<file path="src/rtl/rf_write_arbiter.sv">
// rtl/rf_write_arbiter.sv - round-robin writeback arbiter driving the register-file write port
module rf_write_arbiter #(
    parameter int N = 3
) (
    input  logic            clk,
    input  logic            rst,
    input  logic [N-1:0]    req_valid,
    input  logic [5*N-1:0]  req_reg,
    input  logic [32*N-1:0] req_data,
    output logic [N-1:0]    req_ready,
    input  logic            hold,
    output logic            rf_write,
    output logic [4:0]      rf_write_reg,
    output logic [31:0]     rf_write_data,
    output logic [2:0]      rf_grant_id
);

    logic [2:0]  r_ptr;
    logic        r_write;
    logic [4:0]  r_reg;
    logic [31:0] r_data;
    logic [2:0]  r_id;

    logic [7:0]  w_valid8;
    logic [4:0]  w_regs  [8];
    logic [31:0] w_datas [8];
    logic [2:0]  w_gnt;
    logic [2:0]  w_ptr_nxt;
    logic        w_xfer;

    // Pad requester vectors to 8 entries so a 3-bit index is always in range.
    always_comb begin
        w_valid8 = '0;
        w_valid8[N-1:0] = req_valid;
        for (int i = 0; i < 8; i++) begin
            w_regs[i]  = '0;
            w_datas[i] = '0;
        end
        for (int i = 0; i < N; i++) begin
            w_regs[i]  = req_reg[5*i +: 5];
            w_datas[i] = req_data[32*i +: 32];
        end
    end

    always_comb begin : arb
        logic [3:0] v_idx;
        v_idx  = '0;
        w_gnt  = '0;
        w_xfer = 1'b0;
        for (int k = 0; k < N; k++) begin
            v_idx = {1'b0, r_ptr} + 4'(k);
            if (v_idx >= 4'(N))
                v_idx = v_idx - 4'(N);
            if (!w_xfer && w_valid8[v_idx[2:0]]) begin
                w_xfer = 1'b1;
                w_gnt  = v_idx[2:0];
            end
        end
        if (!rst || hold) begin
            w_xfer = 1'b0;
            w_gnt  = '0;
        end
    end

    always_comb begin
        req_ready = '0;
        for (int i = 0; i < N; i++)
            req_ready[i] = w_xfer && (w_gnt == 3'(i));
    end

    assign w_ptr_nxt = (w_gnt == 3'(N-1)) ? 3'd0 : w_gnt + 3'd1;

    // Register-0 writes are acknowledged and advance the pointer but never strobe the port.
    always_ff @(posedge clk or negedge rst) begin
        if (!rst) begin
            r_ptr   <= '0;
            r_write <= 1'b0;
            r_reg   <= '0;
            r_data  <= '0;
            r_id    <= '0;
        end else if (w_xfer) begin
            r_ptr   <= w_ptr_nxt;
            r_write <= (w_regs[w_gnt] != 5'd0);
            r_reg   <= w_regs[w_gnt];
            r_data  <= w_datas[w_gnt];
            r_id    <= w_gnt;
        end else begin
            r_write <= 1'b0;
        end
    end

    assign rf_write      = r_write;
    assign rf_write_reg  = r_reg;
    assign rf_write_data = r_data;
    assign rf_grant_id   = r_id;

endmodule

</file>
<file path="config.mk">
export PLATFORM = sky130hd
export DESIGN_NAME = rf_write_arbiter
export DESIGN_NICKNAME = d
export VERILOG_FILES = /design/src/rtl/rf_write_arbiter.sv
export SDC_FILE = /design/constraint.sdc
export NUM_CORES = 1
export LEC_CHECK = 0
export BUFFER_PORTS_ARGS = -buffer_cell sky130_fd_sc_hd__buf_2
export CAP_MARGIN = 20
export CELL_PAD_IN_SITES_DETAIL_PLACEMENT = 1
export CELL_PAD_IN_SITES_GLOBAL_PLACEMENT = 2
export CORE_MARGIN = 2
export CORE_UTILIZATION = 26
export CTS_BUF_LIST = sky130_fd_sc_hd__clkbuf_8 sky130_fd_sc_hd__clkbuf_16
export DETAILED_ROUTE_END_ITERATION = 8
export PLACE_DENSITY = 0.84
export SKIP_CTS_REPAIR_TIMING = 1
export SLEW_MARGIN = 25
export SYNTH_ARGS = -nofsm -noshare
export SYNTH_HDL_FRONTEND = slang
export SYNTH_SLANG_ARGS = --single-unit
</file>
<file path="constraint.sdc">
create_clock -name clk -period 6.5 [get_ports clk]
set_input_delay 0.325 -clock clk [delete_from_list [all_inputs] [get_ports clk]]
set_output_delay 0.325 -clock clk [all_outputs]
set_load 0.005 [all_outputs]
</file>
==> results.md, run 1 <==
* Status: completed
* Bufs on Longest Clock Path at 2
* Seq cells post-synth at 44
* P_leak at 0.001776 uW
* Num rows at 36
* Grt ovf at 0
* Routed WL at 10.25 mm
* Cells after Synth at 252
* Area Growth Syn to Fin at 36.22%
* Area share of the largest cell type after synthesis at 41.45%
* EDFF count, synth at 0
* Placeable Area at 0.009864 mm^2
* Final GP Congestion at 0.7852
* Max transition margin at 48.34%
* DR DRC count at 0
* Post-DRT Antenna Nets at 0
* Final core utilization at 36.68%
* # IOs at 161
* Syn Nets at 377
* Fin nets at 527
* Die Wd at 105.1 um
* Yosys cell types at 48
* CP cell instances: clkinv_1 -> ha_1 -> nand2b_1 -> a221oi_1 -> a2bb2oi_1 -> o21ai_0 -> nand2_1 -> inv_2 -> a211oi_4 -> buf_2
* Worst slew pin tran at 0.7738 ns
* Int Pwr at 983.6 uW
* CTS HTree Levels at 2
* Synth area leader: dfrtp_1
* Ant. Diodes at 0
* Clk Tree Root Cell: clkbuf_8
* Worst-path maximum fanout at 39
* Setup WS post-layout at 1.681 ns
* Drt pass-1 iters at 4
* Main synth FF type: dfrtp_1
* Hold Violations, Final at 0
* Fin crit period at 4.819 ns
* CTS tree: done
* Max FFs per register at 32
* Initial antenna violation count at 0
* Vias at 2758
* Net Sw Power at 720.4 uW
* Setup TNS at 0 ns
* Initial Util at 26.93%
* Mean Syn Cell Area at 10.54 um^2
* Vias in the first global route at 2929
* PwrDens at 470.9 mW/mm^2
* Seq/Total Area, Yosys at 41.45%
* Die area at 0.01104 mm^2
* Largest net degree at the start of global routing at 49
* RSZ-0062 raised after global routing: no
* Fin crit share at 74.13%
* CP peak stage delay at 0.80 ns
* Routed len/inst at 19.15 um
* Crit path required time at 6.17 ns
* First-pass GRT wire length at 16.00 mm
* Initial drt markers at 112
* Via density at 5.155
* GRT Overall Usage at 18.33%
* Skew-Pair Late Insertion Delay at 0.31 ns
* Worst path arrival time at 4.49 ns
* Startpoint Class: flop
* Max_cap viols at 0
* Syn Std Cell Area at 0.002656 mm^2
* WS Path Type: flop to output port
* Die H at 105.1 um
* Slowest CP cell: dfrtp_1
* Port-buffer cells at 160
* Share of layout cells above drive strength 1 at 45.02%
* Worst min path class: input pin to asynchronous set/reset pin
* Final Skew at 0.01028 ns
* Async set or reset register ratio after synthesis at 100.0%
* Top post-synthesis cells by area: dfrtp_1 (41%), a221o_1 (12%), a22o_1 (11%), ha_1 (3.8%), buf_6 (2.1%)
* Combinational power share at 59.6%
* Hold WS at 0.1025 ns
* Final Setup Violations at 0
* Clock share of power at 10.5%
* Final HPWL DP at 7.814 mm
* CTS sink cnt at 44
* Total CTS buffers at 5
* Synth warn at 0
* Post-place setup slack at 1.828 ns
* Sequential share of power at 29.9%
* Total power draw at 1704 uW
* Sw frac at 42.28%
* Fin. max-slew vios at 0
* Max rail drop VDD at 156.5 uV
* Fmax at 0.2075 GHz
* Crit end category: output port
* Clock-pin slew on the worst setup and hold paths at 0.09 ns
-- final timing paths --
kind | startpoint | endpoint | slack (ns) | cells past startpoint
min | rst | rf_write_data[27]$_DFFE_PN0P_ | 0.10 | 2
min in group clk | req_data[93] | rf_write_data[29]$_DFFE_PN0P_ | 0.24 | 2
max in group asynchronous | rst | r_ptr[0]$_DFFE_PN0P_ | 5.98 | 2
min reg2reg | rf_grant_id[2]$_DFFE_PN0P_ | rf_grant_id[2]$_DFFE_PN0P_ | 0.49 | 1
max reg2reg | r_ptr[0]$_DFFE_PN0P_ | rf_write_data[11]$_DFFE_PN0P_ | 1.89 | 11
max | r_ptr[0]$_DFFE_PN0P_ | req_ready[0] | 1.68 | 10
-- synth_stat cells (2+ instances only) --
master,instances
a21o_1,3
a21oi_1,9
a221o_1,33
a22o_1,32
a32oi_1,6
and2_1,2
and2b_1,2
buf_2,4
buf_6,5
clkbuf_1,11
dfrtp_1,44
ha_1,8
inv_1,8
nand2_1,15
nand2b_1,7
nand3_1,9
nor2_1,7
nor2b_1,4
nor3_1,5
nor3b_1,2
o211ai_1,5
o21ai_0,3
o31ai_1,2
xnor2_1,2
-- routing by layer --
metal,up-vias,share of wire (%),global-route usage [%],wire [um]
li1,1297,-,-,-
met5,-,0,0,0
met4,0,1.4,4.571,148
met1,1367,43,23.84,4438
met2,82,52,31.35,5290
met3,12,3.6,3.306,367
-- layout make-up --
type,count,area (um^2)
Tap cell,133,166.4
Fill cell,1186,6246
Sequential cell,44,1101
Clock buffer,5,68.82
Timing Repair Buffer,164,830.8
Inverter,10,37.54
Multi-Input combinational cell,177,1401
Clock inverter,2,12.51
-- metrics by stage --
stage               instance area [um^2]  cells
floorplan                           2656    252
global placement                    3537    528
detailed placement                  3537    528
CTS                                 3618    535
global route                        3618    535
finish                              3618    535
-- logic make-up (layout without fill, tap and decap cells) --
group | count (synthesis) | count (layout) | share of synthesized area (%)
AND/OR/NAND/NOR | 60 | 60 | 12.15
adder cells (fa/ha/maj) | 8 | 8 | 3.768
XOR/XNOR | 2 | 2 | 0.6596
AO/OA/AOI/OAI | 107 | 107 | 35.56
flip-flops | 44 | 44 | 41.45
buffers and inverters | 31 | 181 | 6.406
-- critical path, delay by kind of cell, from the launching register on --
kind            cells  cell delay (ns)
compound gates      4             1.57
buf+inv             3             0.88
flops               1             0.80
simple gates        2             0.44
fa+ha+maj           1             0.49
-- layout by cell type (no fill, tap or decap), types with 5 or more instances in the layout --
cell      count
inv_1         8
nor2_1        6
clkbuf_8      5
a221o_1      33
dfrtp_1      44
ha_1          8
nand2b_1      7
a22o_1       32
o211ai_1      5
nand2_1      15
a21oi_1       9
nor3_1        5
a32oi_1       6
buf_2       160
nand3_1       9
-- power groups by stage --
stage,combinational (uW),clock (uW),sequential (uW)
finish,1020,178,510
global route,1120,195,529
CTS,1030,184,509
detailed placement,1030,0,509
global placement,986,0,509
floorplan,706,0,495
(Power assumes the default switching activity.)
==> inputs of run 2 (changes only) <==
- CORE_UTILIZATION: 26 -> 24
- PLACE_DENSITY: 0.84 -> 0.78
- clock period: 6.5 -> 4.9 ns (I/O delays scaled with it)
==> results.md, run 2 (synthesis results as in run 1) <==
* Initial drt markers at 99 (was 112)
* Fin crit period at 3.975 ns
* P_leak at 0.001812 uW (was 0.001776 uW)
* Leading cell type in the layout, fill and taps excluded: buf_2 (unchanged)
* Die H at 109.2 um (was 105.1 um)
* Grt ovf at 0 (unchanged)
* Initial antenna violation count at 0 (unchanged)
* CP cell instances: buf_4 -> clkinv_1 -> ha_1 -> nand2b_1 -> a221oi_1 -> a2bb2oi_1 -> o21ai_0 -> nand2_1 -> inv_2 -> a211oi_4 -> buf_4 -> buf_2 (was clkinv_1 -> ha_1 -> nand2b_1 -> a221oi_1 -> a2bb2oi_1 -> o21ai_0 -> nand2_1 -> inv_2 -> a211oi_4 -> buf_2)
* Max rail drop VDD at 185.5 uV (was 156.5 uV)
* Met3 routed WL at 473 um (was 367 um)
* Final GP Congestion at 0.8283 (was 0.7852)
* Total power draw at 2312 uW (was 1704 uW)
* Final Setup Violations at 0 (unchanged)
* Clock-pin slew on the worst setup and hold paths at 0.09 ns (about the same)
* Max transition margin at 60.21% (was 48.34%)
* PwrDens at 626.5 mW/mm^2 (was 470.9 mW/mm^2)
* Fin nets at 530 (was 527)
* Placed cell areas at 0.003568 mm^2 (was 0.003537 mm^2)
* Skew-Pair Late Insertion Delay at 0.30 ns (was 0.31 ns)
* Bufs on Longest Clock Path at 2 (unchanged)
* Final instance area at 0.003690 mm^2 (was 0.003618 mm^2)
* Die Wd at 109.2 um (was 105.1 um)
* Final Skew at 0.008463 ns (was 0.01028 ns)
* Routed WL at 9.970 mm (was 10.25 mm)
* Placeable Area at 0.01084 mm^2 (was 0.009864 mm^2)
* CTS tree: done (unchanged)
* Drt pass-1 iters at 4 (unchanged)
* R2R setup slack at 1.16 ns (was 1.89 ns)
* Max_cap viols at 0 (unchanged)
* Max FFs per register at 32 (unchanged)
* Most frequent cells in the layout: buf_2 (160), dfrtp_1 (44), a221o_1 (33), a22o_1 (32), nand2_1 (15) (unchanged)
* Share of layout cells above drive strength 1 at 45.57% (was 45.02%)
* Status: completed (unchanged)
* GRT Overall Usage at 16.64% (was 18.33%)
* Fin. max-slew vios at 0 (unchanged)
* Total CTS buffers at 5 (unchanged)
* Most frequent CP cell: buf_4
* Met2 wire length at 5.134 mm (was 5.290 mm)
* DR DRC count at 0 (unchanged)
* Fin crit share at 81.13%
* Post-DRT Antenna Nets at 0 (unchanged)
* Fmax at 0.2516 GHz
* M1 WL at 4.104 mm (was 4.438 mm)
* WS Path Type: flop to output port (unchanged)
* Ant. Diodes at 0 (unchanged)
* Worst min path class: input pin to asynchronous set/reset pin (unchanged)
* Final core utilization at 34.04% (was 36.68%)
* CTS sink cnt at 44 (unchanged)
* Area Growth Syn to Fin at 38.91% (was 36.22%)
* Startpoint Class: flop (unchanged)
* RSZ-0062 raised after global routing: no (unchanged)
* Worst-path maximum fanout at 34 (was 39)
* Slowest CP cell: ha_1 (was dfrtp_1)
* Port-buffer cells at 160 (unchanged)
* Worst slew pin tran at 0.5969 ns (was 0.7738 ns)
* First-pass GRT wire length at 15.32 mm (was 16.00 mm)
* Largest net degree at the start of global routing at 45 (was 49)
* Num rows at 38 (was 36)
* # IOs at 161 (unchanged)
* Setup TNS at 0 ns (unchanged)
* Vias in the first global route at 2964 (was 2929)
* Clk Tree Root Cell: clkbuf_8 (unchanged)
* Hold Violations, Final at 0 (unchanged)
* CTS HTree Levels at 2 (unchanged)
* Worst path arrival time at 3.73 ns (was 4.49 ns)
* Die area at 0.01193 mm^2 (was 0.01104 mm^2)
* Final HPWL DP at 7.718 mm (was 7.814 mm)
* Via density at 5.088 (was 5.155)
* CP peak stage delay at 0.44 ns (was 0.80 ns)
* Uppermost layer routed: met4 (unchanged)
* Routed len/inst at 18.26 um (was 19.15 um)
* Crit end category: output port (unchanged)
* Initial Util at 24.50% (was 26.93%)
* Vias at 2778 (was 2758)
* Crit path required time at 4.66 ns (was 6.17 ns)
-- run 2: final cells by class --
type / instances / area (um^2)
Sequential cell: 44 / 1101
Clock buffer: 6 / 82.58
Timing Repair Buffer: 167 / 853.3
Clock inverter: 2 / 38.79
Fill cell: 1301 / 7151
Tap cell: 140 / 175.2
Inverter: 10 / 37.54
Multi-Input combinational cell: 177 / 1401
-- run 2: metrics by stage --
stage	cells	hold slack, ns	setup WS (ns)
finish	546	0.04059	0.9247
global route	546	0.09160	0.5919
CTS	546	0.07811	0.8657
detailed placement	538	0.4119	1.150
global placement	538	0.4133	1.288
floorplan	252	-0.05059	1.764
-- run 2: path summary, 6_finish.rpt --
kind,start,cells after the start,endpoint
max,r_ptr[0]$_DFFE_PN0P_,12,req_ready[0]
min,rst,2,r_ptr[0]$_DFFE_PN0P_
max reg2reg,r_ptr[0]$_DFFE_PN0P_,11,rf_write_data[16]$_DFFE_PN0P_
min reg2reg,rf_grant_id[1]$_DFFE_PN0P_,1,rf_grant_id[1]$_DFFE_PN0P_
max in group asynchronous,rst,2,rf_grant_id[1]$_DFFE_PN0P_
min in group clk,req_data[23],2,rf_write_data[23]$_DFFE_PN0P_
-- run 2: routing by layer --
| layer | up-vias | GRT usage, % |
|---|---|---|
| met5 | - | 0 |
| met4 | 0 | 5.154 |
| met3 | 18 | 3.347 |
| met2 | 88 | 28.84 |
| met1 | 1368 | 20.75 |
| li1 | 1304 | - |
-- run 2: report_power, final --
part | internal [uW] | switching [uW] | leakage (uW)
clock | 167 | 136 | 0.0000614
sequential | 544 | 108 | 0.000526
combinational | 674 | 683 | 0.00123
total | 1390 | 926 | 0.00181
-- run 2: worst max-delay path, delay by kind of cell (launching register included) --
family / cells / cell delay, ns
AO/OA/AOI/OAI: 4 / 1.08
buffers and inverters: 5 / 1.07
AND/OR/NAND/NOR: 2 / 0.49
adder cells (fa/ha/maj): 1 / 0.44
flip-flops: 1 / 0.34
